[src/rtl/mem_bus_scheduler_pkg.sv]
// Shared types, constants and helpers for the byte-serial memory bus scheduler.
package mem_bus_pkg;

  // funct3 access codes; stores share the load encodings
  localparam logic [2:0] T_LB  = 3'b000;
  localparam logic [2:0] T_LH  = 3'b001;
  localparam logic [2:0] T_LW  = 3'b010;
  localparam logic [2:0] T_LBU = 3'b100;
  localparam logic [2:0] T_LHU = 3'b101;
  localparam logic [2:0] T_SB  = 3'b000;
  localparam logic [2:0] T_SH  = 3'b001;
  localparam logic [2:0] T_SW  = 3'b010;

  // address bits [17:16] selecting the IO space
  localparam logic [1:0] IO_SEL = 2'b11;

  typedef enum logic [1:0] {
    IDLE  = 2'd0,
    READ  = 2'd1,
    WRITE = 2'd2,
    DONE  = 2'd3
  } state_e;

  // latched request of the granted requester
  typedef struct packed {
    logic        ic;
    logic        wr;
    logic [31:0] addr;
    logic [2:0]  typ;
    logic [31:0] wdata;
  } req_t;

  // number of byte beats; only type[1:0] matters, unknown sizes become words
  function automatic logic [2:0] beat_count(input logic [2:0] t);
    logic [2:0] n;
    case (t[1:0])
      2'b00:   n = 3'd1;
      2'b01:   n = 3'd2;
      default: n = 3'd4;
    endcase
    return n;
  endfunction

  // sign/zero extension of the assembled read word
  function automatic logic [31:0] extend(input logic [2:0] t, input logic [31:0] raw);
    logic [31:0] r;
    case (t)
      T_LB:    r = {{24{raw[7]}}, raw[7:0]};
      T_LH:    r = {{16{raw[15]}}, raw[15:0]};
      T_LBU:   r = {24'h000000, raw[7:0]};
      T_LHU:   r = {16'h0000, raw[15:0]};
      default: r = raw;
    endcase
    return r;
  endfunction

  // byte lane i of a store word
  function automatic logic [7:0] get_byte(input logic [31:0] w, input logic [1:0] i);
    logic [7:0] b;
    case (i)
      2'd0:    b = w[7:0];
      2'd1:    b = w[15:8];
      2'd2:    b = w[23:16];
      default: b = w[31:24];
    endcase
    return b;
  endfunction

endpackage

[src/rtl/mem_bus_scheduler_if.sv]
// Requester and RAM/IO port signals of the scheduler; slave = scheduler side.
interface mem_bus_scheduler_if;
  logic        flush;
  logic        ic_req;
  logic [31:0] ic_addr;
  logic [2:0]  ic_type;
  logic        ic_done;
  logic        ls_req;
  logic        ls_wr;
  logic [31:0] ls_addr;
  logic [2:0]  ls_type;
  logic [31:0] ls_wdata;
  logic        ls_done;
  logic [31:0] rdata;
  logic [7:0]  mem_din;
  logic [7:0]  mem_dout;
  logic [31:0] mem_a;
  logic        mem_wr;
  logic        io_buffer_full;

  modport slave (
    input  flush, ic_req, ic_addr, ic_type, ls_req, ls_wr, ls_addr, ls_type, ls_wdata,
           mem_din, io_buffer_full,
    output ic_done, ls_done, rdata, mem_dout, mem_a, mem_wr
  );

  modport master (
    output flush, ic_req, ic_addr, ic_type, ls_req, ls_wr, ls_addr, ls_type, ls_wdata,
           mem_din, io_buffer_full,
    input  ic_done, ls_done, rdata, mem_dout, mem_a, mem_wr
  );
endinterface

[src/rtl/mem_bus_scheduler_rr_arb2.sv]
// Two-way round-robin arbiter (icache vs load/store buffer).
module rr_arb2 (
  input  logic clk_i,
  input  logic rst_ni,
  input  logic en_i,
  input  logic served_ic_i,
  input  logic tie_ic_i,
  input  logic req_ic_i,
  input  logic req_ls_i,
  output logic gnt_ic_o,
  output logic gnt_ls_o
);
  logic last_ic_q;
  logic last_ic_d;

  // remember who was served last; reset as if the icache had been served
  always_ff @(posedge clk_i) begin
    if (!rst_ni) begin
      last_ic_q <= 1'b1;
    end else begin
      last_ic_q <= last_ic_d;
    end
  end

  // update on completion and resolve ties toward the other requester
  always_comb begin
    if (en_i) begin
      last_ic_d = served_ic_i;
    end else begin
      last_ic_d = last_ic_q;
    end
    gnt_ic_o = req_ic_i & (~req_ls_i | tie_ic_i | ~last_ic_q);
    gnt_ls_o = req_ls_i & ~gnt_ic_o;
  end
endmodule

[src/rtl/mem_bus_scheduler.sv]
// Byte-serial RAM/IO port scheduler for icache reads and LSB loads/stores.
module mem_bus_scheduler
  import mem_bus_pkg::*;
#(
  parameter int IO_GAP             = 1,
  parameter bit ICACHE_PRIO_ON_TIE = 1'b0
) (
  input  logic                 clk_in,
  input  logic                 rst_in,
  input  logic                 rdy_in,
  mem_bus_scheduler_if.slave   bus
);
  localparam logic [3:0] GAP_LD = 4'(IO_GAP);

  state_e      state_q, state_d;
  req_t        req_q, req_d;
  logic [2:0]  cnt_q, cnt_d;
  logic [31:0] buf_q, buf_d;
  logic [3:0]  gap_q, gap_d;
  logic [31:0] mem_a_q, mem_a_d;
  logic [7:0]  dout_q, dout_d;
  logic        wr_q, wr_d;
  logic [31:0] rdata_q, rdata_d;
  logic        ic_done_q, ic_done_d;
  logic        ls_done_q, ls_done_d;

  logic        gnt_ic_s, gnt_ls_s;
  logic [2:0]  n_s, nxt_cnt_s;
  logic        stall_s, abort_s, io_beat_s;
  logic [31:0] asm_s;

  assign n_s       = beat_count(req_q.typ);
  assign nxt_cnt_s = cnt_q + 3'd1;
  // an IO write beat waits while the UART is full or the gap has not elapsed
  assign stall_s   = (state_q == WRITE) && (mem_a_q[17:16] == IO_SEL)
                     && (bus.io_buffer_full || (gap_q != 4'd0));
  assign io_beat_s = (state_q == WRITE) && !stall_s && (mem_a_q[17:16] == IO_SEL);
  assign abort_s   = (state_q == READ) && req_q.ic && bus.flush;

  rr_arb2 u_arb (
    .clk_i       (clk_in),
    .rst_ni      (rst_in),
    .en_i        (rdy_in && (state_q == DONE)),
    .served_ic_i (req_q.ic),
    .tie_ic_i    (ICACHE_PRIO_ON_TIE),
    .req_ic_i    (bus.ic_req && !bus.flush),
    .req_ls_i    (bus.ls_req),
    .gnt_ic_o    (gnt_ic_s),
    .gnt_ls_o    (gnt_ls_s)
  );

  // merge the byte arriving on mem_din into the lane of the previous beat
  always_comb begin
    case (cnt_q)
      3'd1:    asm_s = {buf_q[31:8], bus.mem_din};
      3'd2:    asm_s = {buf_q[31:16], bus.mem_din, buf_q[7:0]};
      3'd3:    asm_s = {buf_q[31:24], bus.mem_din, buf_q[15:0]};
      3'd4:    asm_s = {bus.mem_din, buf_q[23:0]};
      default: asm_s = buf_q;
    endcase
  end

  // state and datapath registers; rdy_in low freezes everything
  always_ff @(posedge clk_in) begin
    if (!rst_in) begin
      state_q   <= IDLE;
      req_q     <= '0;
      cnt_q     <= 3'd0;
      buf_q     <= 32'h0;
      gap_q     <= 4'd0;
      mem_a_q   <= 32'h0;
      dout_q    <= 8'h00;
      wr_q      <= 1'b0;
      rdata_q   <= 32'h0;
      ic_done_q <= 1'b0;
      ls_done_q <= 1'b0;
    end else if (rdy_in) begin
      state_q   <= state_d;
      req_q     <= req_d;
      cnt_q     <= cnt_d;
      buf_q     <= buf_d;
      gap_q     <= gap_d;
      mem_a_q   <= mem_a_d;
      dout_q    <= dout_d;
      wr_q      <= wr_d;
      rdata_q   <= rdata_d;
      ic_done_q <= ic_done_d;
      ls_done_q <= ls_done_d;
    end else begin
      state_q   <= state_q;
    end
  end

  // next-state logic
  always_comb begin
    state_d = state_q;
    case (state_q)
      IDLE: begin
        if (gnt_ic_s) begin
          state_d = READ;
        end else if (gnt_ls_s) begin
          state_d = bus.ls_wr ? WRITE : READ;
        end else begin
          state_d = IDLE;
        end
      end
      READ: begin
        if (abort_s) begin
          state_d = IDLE;
        end else if (cnt_q == n_s) begin
          state_d = DONE;
        end else begin
          state_d = READ;
        end
      end
      WRITE: begin
        if (!stall_s && (cnt_q == n_s - 3'd1)) begin
          state_d = DONE;
        end else begin
          state_d = WRITE;
        end
      end
      DONE:    state_d = IDLE;
      default: state_d = IDLE;
    endcase
  end

  // bus outputs, beat counter, byte assembly and done pulses
  always_comb begin
    req_d     = req_q;
    cnt_d     = cnt_q;
    buf_d     = buf_q;
    mem_a_d   = mem_a_q;
    dout_d    = dout_q;
    wr_d      = wr_q;
    rdata_d   = rdata_q;
    ic_done_d = 1'b0;
    ls_done_d = 1'b0;
    if (io_beat_s) begin
      gap_d = GAP_LD;
    end else if (gap_q != 4'd0) begin
      gap_d = gap_q - 4'd1;
    end else begin
      gap_d = 4'd0;
    end
    case (state_q)
      IDLE: begin
        mem_a_d = 32'h0;
        wr_d    = 1'b0;
        cnt_d   = 3'd0;
        if (gnt_ic_s) begin
          req_d   = '{ic: 1'b1, wr: 1'b0, addr: bus.ic_addr, typ: bus.ic_type, wdata: 32'h0};
          mem_a_d = bus.ic_addr;
        end else if (gnt_ls_s) begin
          req_d   = '{ic: 1'b0, wr: bus.ls_wr, addr: bus.ls_addr, typ: bus.ls_type,
                      wdata: bus.ls_wdata};
          mem_a_d = bus.ls_addr;
          dout_d  = bus.ls_wr ? bus.ls_wdata[7:0] : dout_q;
          wr_d    = bus.ls_wr;
        end else begin
          req_d   = req_q;
        end
      end
      READ: begin
        if (abort_s) begin
          mem_a_d = 32'h0;
        end else if (cnt_q == n_s) begin
          buf_d     = asm_s;
          rdata_d   = extend(req_q.typ, asm_s);
          ic_done_d = req_q.ic;
          ls_done_d = !req_q.ic;
          mem_a_d   = 32'h0;
        end else begin
          buf_d   = asm_s;
          cnt_d   = nxt_cnt_s;
          mem_a_d = (nxt_cnt_s < n_s) ? (req_q.addr + {29'd0, nxt_cnt_s}) : 32'h0;
        end
      end
      WRITE: begin
        if (stall_s) begin
          cnt_d = cnt_q;
        end else if (cnt_q == n_s - 3'd1) begin
          ls_done_d = 1'b1;
          mem_a_d   = 32'h0;
          dout_d    = 8'h00;
          wr_d      = 1'b0;
        end else begin
          cnt_d   = nxt_cnt_s;
          mem_a_d = req_q.addr + {29'd0, nxt_cnt_s};
          dout_d  = get_byte(req_q.wdata, nxt_cnt_s[1:0]);
        end
      end
      default: begin
        mem_a_d = 32'h0;
        wr_d    = 1'b0;
      end
    endcase
  end

  assign bus.mem_a    = stall_s ? 32'h0 : mem_a_q;
  assign bus.mem_wr   = wr_q && !stall_s;
  assign bus.mem_dout = dout_q;
  assign bus.rdata    = rdata_q;
  assign bus.ic_done  = ic_done_q;
  assign bus.ls_done  = ls_done_q;
endmodule

[src/flat_wrapper.sv]
// flat-port wrapper written by rule: the top's interface ports become plain ports
module mem_bus_scheduler_flat import mem_bus_pkg::*;
#(
  parameter int IO_GAP             = 1,
  parameter bit ICACHE_PRIO_ON_TIE = 1'b0
)
  (clk_in, rst_in, rdy_in, bus_flush, bus_ic_req, bus_ic_addr, bus_ic_type, bus_ls_req, bus_ls_wr, bus_ls_addr, bus_ls_type, bus_ls_wdata, bus_mem_din, bus_io_buffer_full, bus_ic_done, bus_ls_done, bus_rdata, bus_mem_dout, bus_mem_a, bus_mem_wr);
  mem_bus_scheduler_if bus_i ();
  input  logic clk_in;
  input  logic rst_in;
  input  logic rdy_in;
  input wire logic [$bits(bus_i.flush)-1:0] bus_flush;
  input wire logic [$bits(bus_i.ic_req)-1:0] bus_ic_req;
  input wire logic [$bits(bus_i.ic_addr)-1:0] bus_ic_addr;
  input wire logic [$bits(bus_i.ic_type)-1:0] bus_ic_type;
  input wire logic [$bits(bus_i.ls_req)-1:0] bus_ls_req;
  input wire logic [$bits(bus_i.ls_wr)-1:0] bus_ls_wr;
  input wire logic [$bits(bus_i.ls_addr)-1:0] bus_ls_addr;
  input wire logic [$bits(bus_i.ls_type)-1:0] bus_ls_type;
  input wire logic [$bits(bus_i.ls_wdata)-1:0] bus_ls_wdata;
  input wire logic [$bits(bus_i.mem_din)-1:0] bus_mem_din;
  input wire logic [$bits(bus_i.io_buffer_full)-1:0] bus_io_buffer_full;
  output wire logic [$bits(bus_i.ic_done)-1:0] bus_ic_done;
  output wire logic [$bits(bus_i.ls_done)-1:0] bus_ls_done;
  output wire logic [$bits(bus_i.rdata)-1:0] bus_rdata;
  output wire logic [$bits(bus_i.mem_dout)-1:0] bus_mem_dout;
  output wire logic [$bits(bus_i.mem_a)-1:0] bus_mem_a;
  output wire logic [$bits(bus_i.mem_wr)-1:0] bus_mem_wr;
  assign bus_i.flush = bus_flush;
  assign bus_i.ic_req = bus_ic_req;
  assign bus_i.ic_addr = bus_ic_addr;
  assign bus_i.ic_type = bus_ic_type;
  assign bus_i.ls_req = bus_ls_req;
  assign bus_i.ls_wr = bus_ls_wr;
  assign bus_i.ls_addr = bus_ls_addr;
  assign bus_i.ls_type = bus_ls_type;
  assign bus_i.ls_wdata = bus_ls_wdata;
  assign bus_i.mem_din = bus_mem_din;
  assign bus_i.io_buffer_full = bus_io_buffer_full;
  assign bus_ic_done = bus_i.ic_done;
  assign bus_ls_done = bus_i.ls_done;
  assign bus_rdata = bus_i.rdata;
  assign bus_mem_dout = bus_i.mem_dout;
  assign bus_mem_a = bus_i.mem_a;
  assign bus_mem_wr = bus_i.mem_wr;
  mem_bus_scheduler #(.IO_GAP(IO_GAP), .ICACHE_PRIO_ON_TIE(ICACHE_PRIO_ON_TIE)) u_core (.clk_in(clk_in), .rst_in(rst_in), .rdy_in(rdy_in), .bus(bus_i));
endmodule
[config.mk]
export PLATFORM = sky130hd
export DESIGN_NAME = mem_bus_scheduler_flat
export DESIGN_NICKNAME = d
export VERILOG_FILES = /design/src/rtl/mem_bus_scheduler_pkg.sv /design/src/rtl/mem_bus_scheduler_if.sv /design/src/rtl/mem_bus_scheduler_rr_arb2.sv /design/src/rtl/mem_bus_scheduler.sv /design/src/flat_wrapper.sv
export SDC_FILE = /design/constraint.sdc
export NUM_CORES = 1
export LEC_CHECK = 0
export BUFFER_PORTS_ARGS = -buffer_cell sky130_fd_sc_hd__buf_2
export CAP_MARGIN = 20
export CORE_MARGIN = 3
export CORE_UTILIZATION = 35
export CTS_CLUSTER_DIAMETER = 40
export CTS_CLUSTER_SIZE = 30
export DETAILED_ROUTE_END_ITERATION = 16
export SLEW_MARGIN = 40
export SYNTH_ARGS = -nofsm -noshare
export SYNTH_HDL_FRONTEND = slang
export SYNTH_SLANG_ARGS = --single-unit
[constraint.sdc]
create_clock -name clk_in -period 7.3 [get_ports clk_in]
set_input_delay 0.73 -clock clk_in [delete_from_list [all_inputs] [get_ports clk_in]]
set_output_delay 0.73 -clock clk_in [all_outputs]
set_load 0.005 [all_outputs]
==> flow_summary.json, run 1 <==
{
  "setup_repair_after_global_routing_missed_its_margin": "false",
  "syn-instance-count": 1096,
  "critical_path_buf_inv_count": 1,
  "numCtsBuffers": 17,
  "status": "finished clean",
  "leakage_nw": 4.37,
  "finalCritPeriodShare_pct": 45.0,
  "cp_cell_sequence": "nor2_2 > inv_1 > ha_1 > xor2_1 > nand3_1 > a32o_2 > and3_1 > a221o_1",
  "grt_pass1_vias": 8051,
  "clock_sinks": 185,
  "layout-area-overhead-vs-synth_pct": 19.0,
  "holdBufCountCts": 0,
  "synth.distinct_cells": 74,
  "synth_area_sq_um": 9250,
  "dieArea_sq_um": 28400,
  "min_path_type": "reg2reg",
  "finalClockSkew_ns": 0.0174,
  "tns_ns": 0,
  "yosys_register_bits": 185,
  "drv.max_cap_violation_count": 0,
  "dr.pass1.iters": 5,
  "cp.required_ns": 7.63,
  "buffers_inserted_during_post_cts_setup_optimization": 0,
  "first_iter_violations": 612,
  "timing.critical_path.arrival_ns": 3.61,
  "later_pin_clock_latency_in_the_skew_report_ns": 0.44,
  "insertedDiodeCount": 0,
  "detail_route.wl_per_cell_um": 17.9,
  "grt_antenna_before_repair": 2,
  "max_freq_mhz": 305,
  "cts.reportedPaths.clkPinSlew_ns": 0.09,
  "route.vias.total": 8648,
  "ys_seq_area_share_pct": 40.1,
  "critical-path-max-stage-delay_ns": 0.52,
  "synth-edff-count": 0,
  "drive_gt1_share_pct": 23.1,
  "rows": 58,
  "power_mw": 2.44,
  "grt_overflow_total": 0,
  "route.final.wire_length_mm": 28.1,
  "tritoncts": "built",
  "routed_via_density": 5.51,
  "finish.utilization_pct": 43.1,
  "cts_repair_resize_count": 0,
  "timing_worst_setup_path_type": "reg2reg",
  "timing.critical_path.from_type": "register",
  "timing.critical_path.slowest_stage_cell": "sky130_fd_sc_hd__a32o_2",
  "global_route_wire_length_before_repair_mm": 44.4,
  "power.density_cell_area_nw_per_um2": 222,
  "clock_tree_root": "sky130_fd_sc_hd__clkbuf_16",
  "syn-mean-instance-area_sq_um": 8.44,
  "htree_num_levels": 4,
  "detailed_place_hpwl_mm": 19.5,
  "placed_cell_area_sq_um": 10400,
  "finalNetCount": 1365,
  "height_of_the_chip_um": 169,
  "synth_top_flop_cell": "sky130_fd_sc_hd__dfxtp_1",
  "path_max_fanout": 22,
  "relSlewSlack_pct": 47.4,
  "buffer_ports.inserted": 192,
  "fp.dieW_um": 169,
  "finalHoldViolations": 0,
  "fin_hold_ws_ns": 0.455,
  "worst_path_dominant_cell_family": "simple AND/OR/NAND/NOR gates",
  "synthArstFlopShare_pct": 0,
  "final_period_minus_worst_setup_slack_ns": 3.28,
  "initial_core_util_pct": 36.2,
  "core_sq_um": 25500,
  "max_transition_viols_final": 0,
  "synthesized_net_count": 1234,
  "max-clock-path-buffers": 2,
  "ys.warnings.count": 0,
  "routabilityCongestion": 0.829,
  "irDropWorstVdd_mv": 0.139,
  "route.antenna.remaining_nets": 0,
  "grt.total_usage_pct": 19.4,
  "endpoint_kind": "register",
  "largest_net_degree_at_the_start_of_global_routing": 88,
  "postLayoutCellArea_sq_um": 11000,
  "io_pins": 193,
  "detailed_route_drc_error_count": 0,
  "worst_tran_pin_value_ns": 0.786,
  "setup-violations-final": 0
}
cell type report:
class / count / area [sq um]
tap: 330 / 413
timing repair buffer: 203 / 1060
clock inverter: 15 / 201
multi-input combinational: 800 / 5120
inverter: 20 / 76.3
fill: 2626 / 14500
clock buffer: 17 / 425
sequential: 185 / 3700
final timing paths:
path,cells after the start,start,end,slack (ns)
hold reg to reg,2,u_core.req_q[2]$_SDFFE_PN0P_,u_core.req_q[2]$_SDFFE_PN0P_,0.45
setup / recovery,8,u_core.req_q[33]$_SDFFE_PN0P_,u_core.mem_a_q[20]$_SDFFE_PN0P_,4.02
setup reg to reg,8,u_core.req_q[33]$_SDFFE_PN0P_,u_core.mem_a_q[20]$_SDFFE_PN0P_,4.02
hold / removal,2,u_core.req_q[2]$_SDFFE_PN0P_,u_core.req_q[2]$_SDFFE_PN0P_,0.45
cell usage after synthesis (all sizes together) (3+ instances only):
library cell / instances / area share, %
nand4: 9 / 0.68
a221o: 10 / 1.1
o211ai: 6 / 0.49
a21oi: 86 / 4.7
or4: 3 / 0.28
o221a: 8 / 0.97
or4b: 3 / 0.37
and4: 3 / 0.28
a32o: 5 / 0.54
a2bb2oi: 4 / 0.38
xnor2: 15 / 1.4
nand2: 72 / 2.9
a311oi: 7 / 0.66
a2111oi: 3 / 0.49
xor2: 10 / 0.95
buf: 29 / 1.8
o31ai: 3 / 0.24
dfxtp: 185 / 40
nand2b: 20 / 1.4
nor2b: 5 / 0.34
mux2i: 20 / 2.2
ha: 19 / 2.6
inv: 18 / 0.73
o211a: 3 / 0.32
nor3: 23 / 1.4
nor4: 6 / 0.47
a31oi: 7 / 0.47
mux2: 13 / 1.6
nor2: 135 / 5.6
clkbuf: 62 / 2.5
and2: 36 / 2.4
nand3: 62 / 3.4
o2bb2ai: 6 / 0.57
a21boi: 3 / 0.24
o21ai: 48 / 2.6
a222oi: 9 / 0.97
and3: 12 / 0.81
a211oi: 61 / 5.0
a22oi: 39 / 3.4
nor3b: 5 / 0.41
a32oi: 3 / 0.28
cells in the final DEF, fill, tap and decap left out, drive strengths merged, types with 4 or more instances in the layout:
cell     netlist  routed
o21ai         48      48
a22oi         39      39
a222oi         9       9
and2          36      36
inv           18      24
xnor2         15      15
nand2b        20      20
a2bb2oi        4       4
dfxtp        185     185
clkbuf        62      17
a32o           5       5
xor2          10      10
nand3         62      62
o211ai         6       6
o2bb2ai        6       6
mux2          13      13
nand4          9       9
clkinv         2       9
ha            19      19
nor3          23      23
a311oi         7       7
a211oi        61      61
nor2         135     135
and3          12      12
o221a          8       8
nand2         72      72
buf           29     203
a221o         10      10
a31oi          7       7
nor4           6       6
nor2b          5       5
nor3b          5       5
a21oi         86      86
mux2i         20      20
worst register-to-register path, cell delays in order (launching register included):
cell and delay [ns]:
sky130_fd_sc_hd__dfxtp_2 0.46, sky130_fd_sc_hd__nor2_2 0.40, sky130_fd_sc_hd__inv_1 0.16, sky130_fd_sc_hd__ha_1 0.32
sky130_fd_sc_hd__xor2_1 0.15, sky130_fd_sc_hd__nand3_1 0.34, sky130_fd_sc_hd__a32o_2 0.52, sky130_fd_sc_hd__and3_1 0.44
sky130_fd_sc_hd__a221o_1 0.41
where the power goes:
part / total, mW / switching [mW] / internal, mW / leakage (nW)
Combinational: 0.362 / 0.215 / 0.147 / 2.56
Sequential: 1.11 / 0.0486 / 1.06 / 1.51
Clock: 0.966 / 0.467 / 0.498 / 0.300
Total: 2.44 / 0.731 / 1.71 / 4.37
metal layers:
metal | vias up | GRT usage (%) | routed length (um)
li1 | 4267 | - | -
met1 | 4044 | 26.8 | 12800
met2 | 293 | 30.9 | 13000
met3 | 40 | 3.67 | 1750
met4 | 4 | 5.48 | 492
met5 | - | 0 | 23
metrics by stage:
step,setup slack (ns),cells
4_1_cts,3.59,1570
3_3_place_gp,3.63,1537
3_5_place_dp,3.57,1538
2_1_floorplan,4.76,1096
6_report,4.02,1570
5_1_grt,3.79,1570
registers in the layout, summed over array words and instances (netlist names):
| register | flops |
|---|---|
| u_core.bus.ls_done | 1 |
| u_core.bus.mem_dout | 8 |
| u_core.state_q | 2 |
| u_core.buf_q | 32 |
| u_core.gap_q | 4 |
| u_core.cnt_q | 3 |
| u_core.u_arb.last_ic_q | 1 |
| u_core.req_q | 68 |
| u_core.bus.ic_done | 1 |
| u_core.mem_a_q | 32 |
| u_core.wr_q | 1 |
| u_core.bus.rdata | 32 |
cells by family (layout without fill, tap and decap cells):
kind of cell	after synthesis	in the layout	synth area share (%)
mux	33	33	3.75
fa+ha+maj	20	20	2.79
simple gates	397	397	20.9
buf+inv	111	255	5.10
compound gates	324	324	24.8
flops	185	185	40.1
xor+xnor	26	26	2.61
Note: power is estimated with default switching activity, not from simulation.
==> run 2, diff against run 1 <==
- clock period: 7.3 -> 3.3 ns (I/O delays scaled with it)
==> flow_summary.json, run 2 (synthesis results as in run 1) <==
{
  "status": "finished clean",
  "dieArea_sq_um": 28400,
  "route.antenna.remaining_nets": 0,
  "numCtsBuffers": 17,
  "global_route_wire_length_before_repair_mm": 45.2,
  "final_period_minus_worst_setup_slack_ns": 2.94,
  "endpoint_kind": "register",
  "finalHoldViolations": 0,
  "core_sq_um": 25500,
  "first_iter_violations": 787,
  "min_path_type": "in2reg",
  "largest_net_degree_at_the_start_of_global_routing": 88,
  "crit-reg2reg-launch": "u_core.cnt_q[1]$_SDFFE_PN0P_",
  "placed_cell_area_sq_um": 10500,
  "tns_ns": 0,
  "relSlewSlack_pct": 45.6,
  "grt.total_usage_pct": 19.8,
  "highest_layer": "met5",
  "seq_power_share_pct": 45.8,
  "p_int_mw": 3.81,
  "finalClockSkew_ns": 0.0134,
  "routed_via_density": 5.54,
  "rr_endpoint": "u_core.mem_a_q[31]$_SDFFE_PN0P_",
  "largest-register": "u_core.req_q",
  "wl_met2_mm": 13.4,
  "finalCritPeriodShare_pct": 89.0,
  "reg2reg_depth": 9,
  "grt_pass1_vias": 8189,
  "max-clock-path-buffers": 2,
  "layout-area-overhead-vs-synth_pct": 19.7,
  "later_pin_clock_latency_in_the_skew_report_ns": 0.44,
  "flip_flop_count_of_the_largest_register_after_layout": 68,
  "clock_power_share_pct": 38.6,
  "hp-start": "bus_ls_wdata[27]",
  "p_switching_mw": 1.56,
  "height_of_the_chip_um": 169,
  "drv.max_cap_violation_count": 0,
  "wire_length_on_met3_mm": 1.99,
  "buffer_ports.inserted": 192,
  "timing.critical_path.arrival_ns": 3.25,
  "max_transition_viols_final": 0,
  "irDropWorstVdd_mv": 0.334,
  "route.vias.total": 8784,
  "dr.pass1.iters": 5,
  "drive_gt1_share_pct": 23.6,
  "grt_overflow_total": 0,
  "cts.reportedPaths.clkPinSlew_ns": 0.07,
  "leakage_nw": 4.43,
  "worst_tran_pin_value_ns": 0.808,
  "buffers_inserted_during_post_cts_setup_optimization": 0,
  "clock_sinks": 185,
  "detailed_place_hpwl_mm": 20.2,
  "layout.cells.most_common": "sky130_fd_sc_hd__buf_2",
  "final_cell_mix": "192 x sky130_fd_sc_hd__buf_2, 185 x sky130_fd_sc_hd__dfxtp_1, 129 x sky130_fd_sc_hd__nor2_1",
  "max_freq_mhz": 340,
  "io_pins": 193,
  "grt_antenna_before_repair": 1,
  "route.final.wire_length_mm": 29.0,
  "setup-violations-final": 0,
  "hold_end": "u_core.req_q[27]$_SDFFE_PN0P_",
  "timing.critical_path.from_type": "register",
  "holdBufCountCts": 0,
  "initial_core_util_pct": 36.2,
  "finalNetCount": 1381,
  "power_switching_share_pct": 29.1,
  "setup_repair_after_global_routing_missed_its_margin": "false",
  "power_frac_comb_pct": 15.6,
  "insertedDiodeCount": 0,
  "holdPathStages": 3,
  "tritoncts": "built",
  "setup.reg_to_reg.worst_slack_ns": 0.36,
  "rows": 58,
  "fp.dieW_um": 169,
  "detailed_route_drc_error_count": 0,
  "timing_worst_setup_path_type": "reg2reg",
  "detail_route.wl_per_cell_um": 18.3,
  "cts_repair_resize_count": 0,
  "postLayoutCellArea_sq_um": 11100,
  "clock_tree_root": "sky130_fd_sc_hd__clkbuf_16",
  "power.density_cell_area_nw_per_um2": 485,
  "route.layer.met1.wl_mm": 13.1,
  "path_max_fanout": 11,
  "routabilityCongestion": 0.888,
  "cp.required_ns": 3.61,
  "htree_num_levels": 4
}
run 2: cell types whose count changed in the layout (fill, tap and decap cells not counted), sizes merged:
cell,delta
inv,+1
buf,+16
clkbuf,+3
clkinvlp,+1
clkinv,-5
run 2: how the worst max path moves through the flow:
stage               slack (ns)                               to  cells after the start                         start
floorplan                 0.76  u_core.mem_a_q[31]$_SDFFE_PN0P_                     10  u_core.cnt_q[1]$_SDFFE_PN0P_
global placement          0.38  u_core.mem_a_q[16]$_SDFFE_PN0P_                      9  u_core.cnt_q[1]$_SDFFE_PN0P_
detailed placement        0.32  u_core.mem_a_q[14]$_SDFFE_PN0P_                      9  u_core.cnt_q[1]$_SDFFE_PN0P_
CTS                       0.27  u_core.mem_a_q[14]$_SDFFE_PN0P_                      9  u_core.cnt_q[1]$_SDFFE_PN0P_
global route              0.09  u_core.mem_a_q[22]$_SDFFE_PN0P_                      9  u_core.cnt_q[1]$_SDFFE_PN0P_
finish                    0.36  u_core.mem_a_q[31]$_SDFFE_PN0P_                      9  u_core.cnt_q[1]$_SDFFE_PN0P_
run 2: final cells by class:
cell class	instances	area, sq um
sequential	185	3700
inverter	20	76.3
fill	2621	14500
clock buffer	20	457
tap	330	413
clock inverter	12	129
multi-input combinational	800	5100
timing repair buffer	219	1190
run 2: per-layer routing:
layer | GRT usage, % | vias up
met5 | 0 | -
met3 | 3.92 | 37
met1 | 27.3 | 4152
met2 | 31.3 | 309
li1 | - | 4284
met4 | 6.08 | 2
run 2: stage by stage:
step,total power [mW],cells,utilization [%],setup slack (ns),hold WS [ns]
2_1_floorplan,3.01,1096,-,0.757,0.431
3_3_place_gp,3.33,1554,41.0,0.380,0.438
3_5_place_dp,3.34,1554,41.0,0.323,0.445
4_1_cts,5.40,1586,43.3,0.270,0.132
5_1_grt,5.61,1586,43.3,0.0934,0.146
6_report,5.37,1586,43.3,0.361,0.148
run 2: critical path: stages (launching register included):
cell and delay [ns]:
sky130_fd_sc_hd__dfxtp_1 0.53, sky130_fd_sc_hd__inv_1 0.11, sky130_fd_sc_hd__ha_1 0.36, sky130_fd_sc_hd__ha_1 0.31, sky130_fd_sc_hd__a211oi_1 0.55, sky130_fd_sc_hd__nor4_1 0.11
sky130_fd_sc_hd__buf_4 0.20, sky130_fd_sc_hd__and4_1 0.18, sky130_fd_sc_hd__a2111oi_0 0.34, sky130_fd_sc_hd__nor3_1 0.11
run 2: power by group through the flow:
stage	Combinational [mW]	Clock, mW	Sequential [mW]
2_1_floorplan	0.538	0	2.48
3_3_place_gp	0.821	0	2.51
3_5_place_dp	0.833	0	2.51
4_1_cts	0.836	2.10	2.46
5_1_grt	0.928	2.20	2.48
6_report	0.838	2.07	2.46
